[src/rtl/mul_seq_pkg.sv]
// Shared types and sizing for the shift-add sequential multiplier.
package mul_seq_pkg;

    localparam int DATA_W = 32;
    localparam int CNT_W  = 5;

    localparam logic [CNT_W-1:0] CNT_LAST = 5'd31;
    localparam logic [CNT_W-1:0] CNT_ONE  = 5'd1;

    typedef enum logic [1:0] {
        IDLE = 2'd0,
        ITER = 2'd1,
        DONE = 2'd2
    } state_e;

endpackage

[src/rtl/CLA_32bit.sv]
// 32-bit adder built from eight 4-bit carry-lookahead groups chained group to group.
// sel=1 inverts b so the caller can subtract by also driving Cin=1.
module CLA_32bit (
    input  logic [31:0] a,
    input  logic [31:0] b,
    input  logic        sel,
    input  logic        Cin,
    output logic [31:0] sum,
    output logic        Cout
);

    logic [31:0] b_eff;
    logic [31:0] p;
    logic [31:0] g;
    logic [31:0] c;

    assign b_eff = b ^ {32{sel}};
    assign p     = a ^ b_eff;
    assign g     = a & b_eff;

    // Lookahead carries inside each 4-bit group, group carry-out feeds the next group.
    always_comb begin
        logic       carry;
        logic [3:0] gp;
        logic [3:0] pp;
        carry = Cin;
        c     = 32'd0;
        gp    = 4'd0;
        pp    = 4'd0;
        for (int k = 0; k < 8; k++) begin
            gp = g[4*k +: 4];
            pp = p[4*k +: 4];
            c[4*k]     = carry;
            c[4*k + 1] = gp[0] | (pp[0] & carry);
            c[4*k + 2] = gp[1] | (pp[1] & gp[0]) | (pp[1] & pp[0] & carry);
            c[4*k + 3] = gp[2] | (pp[2] & gp[1]) | (pp[2] & pp[1] & gp[0])
                       | (pp[2] & pp[1] & pp[0] & carry);
            carry      = gp[3] | (pp[3] & gp[2]) | (pp[3] & pp[2] & gp[1])
                       | (pp[3] & pp[2] & pp[1] & gp[0])
                       | (pp[3] & pp[2] & pp[1] & pp[0] & carry);
        end
        Cout = carry;
        sum  = p ^ c;
    end

endmodule

[src/rtl/mul_seq.sv]
// Sequential 32x32 -> 32 shift-add multiplier with optional accumulate (MUL/MLA),
// one multiplier bit per cycle, optional early exit once the remaining multiplier is zero.
module mul_seq
    import mul_seq_pkg::*;
#(
    parameter bit EARLY_TERM = 1'b1
) (
    input  logic              clk,
    input  logic              rst,
    input  logic              start,
    input  logic              accumulate,
    input  logic              flush,
    input  logic [DATA_W-1:0] op_a,
    input  logic [DATA_W-1:0] op_b,
    input  logic [DATA_W-1:0] op_c,
    output logic              busy,
    output logic              done,
    output logic [DATA_W-1:0] result,
    output logic              flag_n,
    output logic              flag_z
);

    state_e              state_q, state_d;
    logic [DATA_W-1:0]   acc_q, acc_d;
    logic [DATA_W-1:0]   mcand_q, mcand_d;
    logic [DATA_W-1:0]   mplier_q, mplier_d;
    logic [CNT_W-1:0]    count_q, count_d;
    logic                busy_q, busy_d;
    logic                done_q, done_d;
    logic [DATA_W-1:0]   result_q, result_d;
    logic                flag_n_q, flag_n_d;
    logic                flag_z_q, flag_z_d;
    logic [DATA_W-1:0]   add_sum;
    logic                cla_cout_unused;

    CLA_32bit u_cla (
        .a    (acc_q),
        .b    (mcand_q),
        .sel  (1'b0),
        .Cin  (1'b0),
        .sum  (add_sum),
        .Cout (cla_cout_unused)
    );

    // Next-state and datapath; busy/done/result are precomputed so the outputs come straight from flops.
    always_comb begin
        logic last;
        state_d  = state_q;
        acc_d    = acc_q;
        mcand_d  = mcand_q;
        mplier_d = mplier_q;
        count_d  = count_q;
        busy_d   = 1'b0;
        done_d   = 1'b0;
        result_d = result_q;
        flag_n_d = flag_n_q;
        flag_z_d = flag_z_q;
        last     = 1'b0;
        if (flush) begin
            state_d = IDLE;
        end else begin
            case (state_q)
                IDLE: begin
                    if (start) begin
                        acc_d    = accumulate ? op_c : {DATA_W{1'b0}};
                        mcand_d  = op_a;
                        mplier_d = op_b;
                        count_d  = {CNT_W{1'b0}};
                        busy_d   = 1'b1;
                        state_d  = ITER;
                    end else begin
                        state_d  = IDLE;
                    end
                end
                ITER: begin
                    if (mplier_q[0]) begin
                        acc_d = add_sum;
                    end else begin
                        acc_d = acc_q;
                    end
                    mcand_d  = {mcand_q[DATA_W-2:0], 1'b0};
                    mplier_d = {1'b0, mplier_q[DATA_W-1:1]};
                    count_d  = count_q + CNT_ONE;
                    last     = (count_q == CNT_LAST)
                             || ((EARLY_TERM == 1'b1) && (mplier_d == {DATA_W{1'b0}}));
                    if (last) begin
                        state_d  = DONE;
                        done_d   = 1'b1;
                        result_d = acc_d;
                        flag_n_d = acc_d[DATA_W-1];
                        flag_z_d = (acc_d == {DATA_W{1'b0}});
                    end else begin
                        state_d  = ITER;
                        busy_d   = 1'b1;
                    end
                end
                DONE:    state_d = IDLE;
                default: state_d = IDLE;
            endcase
        end
    end

    // State and output registers with synchronous reset.
    always_ff @(posedge clk) begin
        if (rst) begin
            state_q  <= IDLE;
            acc_q    <= {DATA_W{1'b0}};
            mcand_q  <= {DATA_W{1'b0}};
            mplier_q <= {DATA_W{1'b0}};
            count_q  <= {CNT_W{1'b0}};
            busy_q   <= 1'b0;
            done_q   <= 1'b0;
            result_q <= {DATA_W{1'b0}};
            flag_n_q <= 1'b0;
            flag_z_q <= 1'b0;
        end else begin
            state_q  <= state_d;
            acc_q    <= acc_d;
            mcand_q  <= mcand_d;
            mplier_q <= mplier_d;
            count_q  <= count_d;
            busy_q   <= busy_d;
            done_q   <= done_d;
            result_q <= result_d;
            flag_n_q <= flag_n_d;
            flag_z_q <= flag_z_d;
        end
    end

    assign busy   = busy_q;
    assign done   = done_q;
    assign result = result_q;
    assign flag_n = flag_n_q;
    assign flag_z = flag_z_q;

endmodule
[config.mk]
export PLATFORM = sky130hd
export DESIGN_NAME = mul_seq
export DESIGN_NICKNAME = d
export VERILOG_FILES = /design/src/rtl/mul_seq_pkg.sv /design/src/rtl/CLA_32bit.sv /design/src/rtl/mul_seq.sv
export SDC_FILE = /design/constraint.sdc
export NUM_CORES = 1
export LEC_CHECK = 0
export CAP_MARGIN = 20
export CORE_MARGIN = 1
export CORE_UTILIZATION = 45
export DETAILED_ROUTE_END_ITERATION = 8
export GPL_TIMING_DRIVEN = 0
export PLACE_DENSITY = 0.73
export RECOVER_POWER = 100
export SETUP_SLACK_MARGIN = 0.5
export SKIP_LAST_GASP = 1
export SYNTH_ARGS = -nofsm -noshare
export SYNTH_HDL_FRONTEND = slang
export SYNTH_SLANG_ARGS = --single-unit
[constraint.sdc]
create_clock -name clk -period 4.2 [get_ports clk]
set_clock_uncertainty 0.05 [all_clocks]
set_input_delay 1.26 -clock clk [delete_from_list [all_inputs] [get_ports clk]]
set_output_delay 1.26 -clock clk [all_outputs]
set_load 0.01 [all_outputs]
Word level (Yosys, flattened, before mapping). Index checks and enable logic that the tools add are counted.

Flip-flop bits (word level): 139. Latch bits: 0. Memory bits (writable): 0. Bits in read-only memories: 0. Input port bits: 101. Logic and storage cells: 233. Memories kept: 0.

$add $sub $neg: 1. Multiply operators: 0. Divide/modulo/power cells: 0. $lt $le $gt $ge: 0. Equal/unequal tests: 3. Shifts and indexed selects: 0. Muxes and demuxes: 19. Bitwise operators: 191. Reduce and logical (&&, ||, !) cells: 9.

Operators with widths (number): 32-bit 2-to-1 mux (7); 32-bit case mux with 2 select lines (3); 1-bit AND (114); 1-bit bitwise OR (72); 32-bit XOR (2); 32-bit zero test (1); 31-bit AND (1); 31-bit zero test (1); 5-bit case mux with 2 select lines (1); 3-bit AND reduction (2); 5-bit by 1-bit adder with 5-bit output, second input constant (1); 5-bit equality test, second input constant (1); 5-bit 2-to-1 mux (1); 1-bit 2-to-1 mux (4); 2-bit case mux with 2 select lines (1); 3-bit OR reduction (1); 2-bit by 1-bit equality test with 1-bit output, second input constant (1); 2-bit zero test (1); 2-bit 2-to-1 mux (1); 2-bit != test, second input constant (1); 1-bit inverter (2); 1-bit case mux with 2 select lines (1); 2-bit nonzero test (1); 2-bit OR reduction (1); 1-bit logical OR (1).

Longest topological paths before layout.
Depth in word-level cells: 24. Gate-level depth with buffers: 20. Depth with buffers taken out: 20.

Hierarchy. From an unflattened synthesis, not the netlist that was laid out.

Cell total of the unflattened synthesis: 915. Area, all modules: 8027.7 um^2.

By module, submodules not included: mul_seq (times used 1, cells each 701, area an instance 6316.1 um^2); CLA_32bit (times used 1, cells each 214, area an instance 1711.6 um^2).

Worst setup path after synthesis. No wires, ideal clock.

Path kind: flip-flop to flip-flop. Start: register acc_q[1]. End: register flag_z_q, in the netlist flag_z. Library setup time: 87 ps. Arrival: 4023 ps. Data required time: 4063 ps. Slack: 40 ps. Cell stages (with the launch flop): 21. Buffers on the path: 0. Clock period less this slack: 4160 ps. Cells stage by stage: dfxtp_1 -> ha_1 -> a21o_1 -> a2111oi_4 -> nor4_2 -> nor2_2 -> inv_2 -> a311oi_4 -> o21ai_0 -> a21o_1 -> fa_1 -> nor4_1 -> a22oi_1 -> nor2_1 -> nand4_1 -> nor3_1 -> and4_1 -> nand4_1 -> nor4_1 -> nand4b_1 -> o31ai_1.

Longest elaborated chain between the ends: 23.

Ends and longest elaborated chain: start, declared (RTL line mul_seq.sv:24) `logic [DATA_W-1:0] acc_q, acc_d;`; start signal, assigned (RTL line mul_seq.sv:107) `acc_q <= {DATA_W{1'b0}};`; 31-bit AND or 32-bit XOR (tied branches) (RTL line CLA_32bit.sv:19, CLA_32bit.sv:18); 1-bit AND, on equally long branches (RTL line CLA_32bit.sv:38, CLA_32bit.sv:39); 1-bit bitwise OR or 1-bit AND (tied branches) (RTL line CLA_32bit.sv:38, CLA_32bit.sv:39); 1-bit bitwise OR (RTL line CLA_32bit.sv:39) `| (pp[3] & pp[2] & pp[1] & gp[0])`; 1-bit AND (RTL line CLA_32bit.sv:40) `| (pp[3] & pp[2] & pp[1] & pp[0] & carry);`; 1-bit bitwise OR (RTL line CLA_32bit.sv:40); 1-bit AND (RTL line CLA_32bit.sv:40); 1-bit bitwise OR (RTL line CLA_32bit.sv:40); [... 7 more ...]; 1-bit bitwise OR (RTL line CLA_32bit.sv:40); 1-bit AND, on equally long branches (RTL line CLA_32bit.sv:34, CLA_32bit.sv:35, CLA_32bit.sv:37); 1-bit bitwise OR, on equally long branches (RTL line CLA_32bit.sv:34, CLA_32bit.sv:35, CLA_32bit.sv:37); 32-bit XOR (RTL line CLA_32bit.sv:43) `sum = p ^ c;`; 32-bit 2-to-1 mux (*) (RTL line mul_seq.sv:76) `if (mplier_q[0]) begin`; 32-bit 2-to-1 mux (*) (RTL line mul_seq.sv:62) `case (state_q)`; 32-bit 2-to-1 mux (*) (RTL line mul_seq.sv:59) `if (flush) begin`; 32-bit zero test (*) (RTL line mul_seq.sv:91) `flag_z_d = (acc_d == {DATA_W{1'b0}});`; end signal, assigned (RTL line mul_seq.sv:126) `flag_z_q <= flag_z_d;`; end, declared (RTL line mul_seq.sv:32) `logic flag_z_q, flag_z_d;`.

Mark *: on every way between the ends. The rest lies on a longest branch, timed or not. The select of a mux whose other input is x is not followed. A chain may end at the register's enable or synchronous reset.

Worst setup path after layout.
Start: register acc_q[6]. End: register flag_z_q, in the netlist flag_z.

Longest elaborated chain between the ends: 23.

Ends and longest elaborated chain: 31-bit AND or 32-bit XOR (tied branches) (RTL line CLA_32bit.sv:19, CLA_32bit.sv:18); 1-bit AND, on equally long branches (RTL line CLA_32bit.sv:38, CLA_32bit.sv:39, CLA_32bit.sv:40); 1-bit bitwise OR, or another cell as far along (2 in a row) (RTL line CLA_32bit.sv:38) `carry = gp[3] | (pp[3] & gp[2]) | (pp[3] & pp[2] & gp[1])`; 1-bit bitwise OR or 1-bit AND (tied branches) (RTL line CLA_32bit.sv:39, CLA_32bit.sv:40); 1-bit bitwise OR (RTL line CLA_32bit.sv:40); 1-bit AND (RTL line CLA_32bit.sv:40); 1-bit bitwise OR (RTL line CLA_32bit.sv:40); 1-bit AND (RTL line CLA_32bit.sv:40); [... 6 more ...]; 1-bit bitwise OR (RTL line CLA_32bit.sv:40); 1-bit AND, on equally long branches (RTL line CLA_32bit.sv:34, CLA_32bit.sv:35, CLA_32bit.sv:37); 1-bit bitwise OR, on equally long branches (RTL line CLA_32bit.sv:34, CLA_32bit.sv:35, CLA_32bit.sv:37); 32-bit XOR (RTL line CLA_32bit.sv:43); 32-bit 2-to-1 mux (*) (RTL line mul_seq.sv:76); 32-bit 2-to-1 mux (*) (RTL line mul_seq.sv:62); 32-bit 2-to-1 mux (*) (RTL line mul_seq.sv:59); 32-bit zero test (*) (RTL line mul_seq.sv:91).

Marked as above.

==> results.yml <==
die:
  die_w_um: 131
  ioPinCount: 137
  floorplan.initialDensity_pct: 46.7
  rows: 46
  dieArea_mm2: 0.0173
  fp.dieH_um: 131
  core_mm2: 0.0161
global_route:
  grt_antenna_before_repair: 0
  grt_pass1_vias: 7198
  track_usage_pct: 28.5
  grt_max_degree: 17
  grt_pass1_wl_mm: 38.8
  grt-ovfl-total: 0
placed_design:
  dpl.hpwl_mm: 18.4
  gp_congestion: 0.948
  portBuffers: 136
  pre_cts_slack_ns: -0.582
  placed_cells: 1297
finish:
  layout.nets: 1248
  layout_common_cells: "176 x nand2_1, 157 x nor2_1, 134 x dfxtp_1, 98 x clkdlybuf4s50_1, 85 x a311oi_1"
  fin_util_pct: 61.2
  antennaDiodeCount: 0
  fill_cells: 1466
  layout_commonest_cell: "nand2_1"
  area_delta_synth_final_pct: 31.1
  layout-drive-gt1-share_pct: 6.27
  final_cells: 1332
power:
  pwr-share-comb_pct: 18.2
  seqPwrFrac_pct: 39.8
  p_leak_nw: 3.77
  power.switching_mw: 1.03
  internal_power_mw: 2.60
  ir_drop_mv: 0.302
  powerDensity_mw_per_mm2: 367
  finalPower_mw: 3.63
  power_frac_clock_pct: 42.0
  switching_share_pct: 28.3
logic_synthesis:
  synth_nets: 1087
  syn-cell-area_mm2: 0.00753
  synth_ff_type: "dfxtp_1"
  ys_seq_area_share_pct: 36.4
  yosysWarnings: 0
  synth_edf_count: 0
  syn_inst: 945
  synthArstFlopShare_pct: 0
  syn_area_per_cell_um2: 7.97
  synth_seq_cells: 137
  ys_types: 59
min_path:
  min_to: "result[21]"
  holdPathStages: 2
  hold_path_class: "reg -> reg"
  hold_start: "result[21]"
sta:
  finalSetupViolations: 1
  final-hold-violation-count: 0
  finalCritPeriodShare_pct: 105
  hold-worst-slack_ns: 0.401
  setup_ws_ns: -0.201
  tightest_slew_ns: 1.00
  slew_headroom_pct: 32.6
  rsz0062_at_grt: "yes"
  fmax_ghz: 0.227
  slew_violations: 0
  period_minus_slack_ns: 4.40
clocking:
  cts_made_buffers: 17
  cts.sinks: 137
  insertion_delay_ns: 0.43
  cts_tree: "yes"
  cts_max_level: 4
  cts-root-buf: "clkbuf_16"
  ctsHoldBuffers: 0
  clockBufferDepth: 2
  clkSlewWorstSetupHoldPaths_ns: 0.06
setup_path:
  end_kind: "flop"
  r2r-start: "acc_q[6]"
  worstSetupStartpointType: "flop"
  crit_fanout: 4
  criticalPathCategory: "reg -> reg"
  slowest_delay_ns: 0.50
  slowest_stage: "fa_1"
  critPathRequiredTime_ns: 4.50
  rr_endpoint: "flag_z"
  reg2reg_slack_ns: -0.20
  r2r_cells: 20
  critPathArrivalTime_ns: 4.70
  path_cells: "ha_4, and2_1, a221oi_4, o221ai_2, nor2_2, inv_2, a311oi_4, o21ai_2, a21o_1, fa_1, nor4_1, a22oi_1, nor2_1, nand4_1, nor3_1, and4_1, nand4_1, nor4_2, nand4b_1, o31ai_1"
  cpMostUsedCell: "nand4_1"
detailed_routing:
  wl_per_cell_um: 18.5
  dr_total_vias: 7818
  route.detailed.drc: 0
  wirelength_mm: 24.6
  viasPerCell: 5.87
  final_antenna_net_count: 0
  detail_route.first_pass.iterations: 6
  drt_iter0_drc: 708
status:
  status: "finished, violations left"
  violations: "setup timing"
flow_run:
  maxCapViolCount: 0
routing by layer:
metal  part of all wire [%]  wire (µm)  vias up  global-route usage [%]
met1                     45      11000     3567                    39.9
li1                       -          -     3752                       -
met5                      0          0        -                       0
met3                    9.7       2390       59                    4.98
met4                    2.9        722        0                    10.9
met2                     43      10600      440                    43.6
area by class of cell:
cell class,count,area [µm²],area share [%]
multi-input cells,725,4550,46.1
flip-flops and latches,137,2750,27.8
repair buffers,142,1400,14.2
clock buffers,20,457,4.63
plain buffers,75,290,2.94
well taps,216,270,2.74
clock inverters,9,125,1.27
inverters,8,30.0,0.304
through the flow:
step / TNS, ns / cell area [µm²]
floorplan: 0 / 7530
global placement: -0.488 / 9160
detailed placement: -0.582 / 9160
CTS: -0.297 / 9810
global route: -0.424 / 9870
finish: -0.201 / 9870
worst max-delay path by stage:
stage / to / depth (start not counted) / startpoint
2_1_floorplan: flag_z / 20 / acc_q[1]
3_3_place_gp: flag_z / 19 / mcand_q[1]
3_5_place_dp: flag_z / 19 / mcand_q[1]
4_1_cts: flag_z / 20 / acc_q[1]
5_1_grt: flag_z / 20 / acc_q[1]
6_report: flag_z / 20 / acc_q[6]
state kept, by name, indices dropped and copies added (netlist names):
register	cells
acc_q	32
mcand_q	32
mplier_q	32
result	32
count_q	5
state_q	2
done	1
flag_z	1
synth_stat cells (4+ instances only):
master,n,area [µm²]
nand2_1,176,661
nor2_1,157,589
dfxtp_1,137,2740
a311oi_1,85,744
clkbuf_1,63,236
a21oi_1,50,250
ha_1,33,413
a211oi_1,26,195
nand3_1,22,110
nor3_1,22,110
mux2i_1,16,160
o21ai_0,14,70.1
xnor2_1,13,114
nor4_1,12,75.1
a21o_1,8,60.1
fa_1,8,160
buf_1,7,26.3
nand4_1,7,43.8
xor2_1,7,61.3
inv_1,6,22.5
o211ai_1,5,37.5
o21a_1,5,37.5
buf_2,4,20.0
power by group through the flow:
stage	combinational, mW	sequential (mW)	clock, mW
after global routing	0.714	1.45	1.58
after floorplan	0.393	1.44	0
after detailed placement	0.628	1.47	0
final	0.662	1.44	1.52
after CTS	0.639	1.44	1.51
after global placement	0.620	1.47	0
critical path: cells and delay by family, from the launching register on:
kind / cells / cell delay (ns)
compound gates: 7 / 1.37
flops: 1 / 0.42
buf+inv: 1 / 0.10
simple gates: 10 / 1.63
fa+ha+maj: 2 / 0.75
cell families (layout without fill, tap and decap cells):
logic type	after synthesis	in the layout	share of synthesized area (%)
flip-flops	137	137	36.4
adder cells (fa/ha/maj)	41	41	7.61
AO/OA/AOI/OAI	225	225	22.9
multiplexers	19	19	2.58
AND/OR/NAND/NOR	420	420	23.9
buffers and inverters	83	254	4.25
XOR/XNOR	20	20	2.33
timing repair:
| item | CTS | global route |
|---|---|---|
| endpoints found under the setup margin | 4 | 5 |
| gates resized for setup | 7 | 8 |
| pin swaps | 5 | 5 |
| buffers inserted | 3 | 2 |
(Power assumes the default switching activity.)
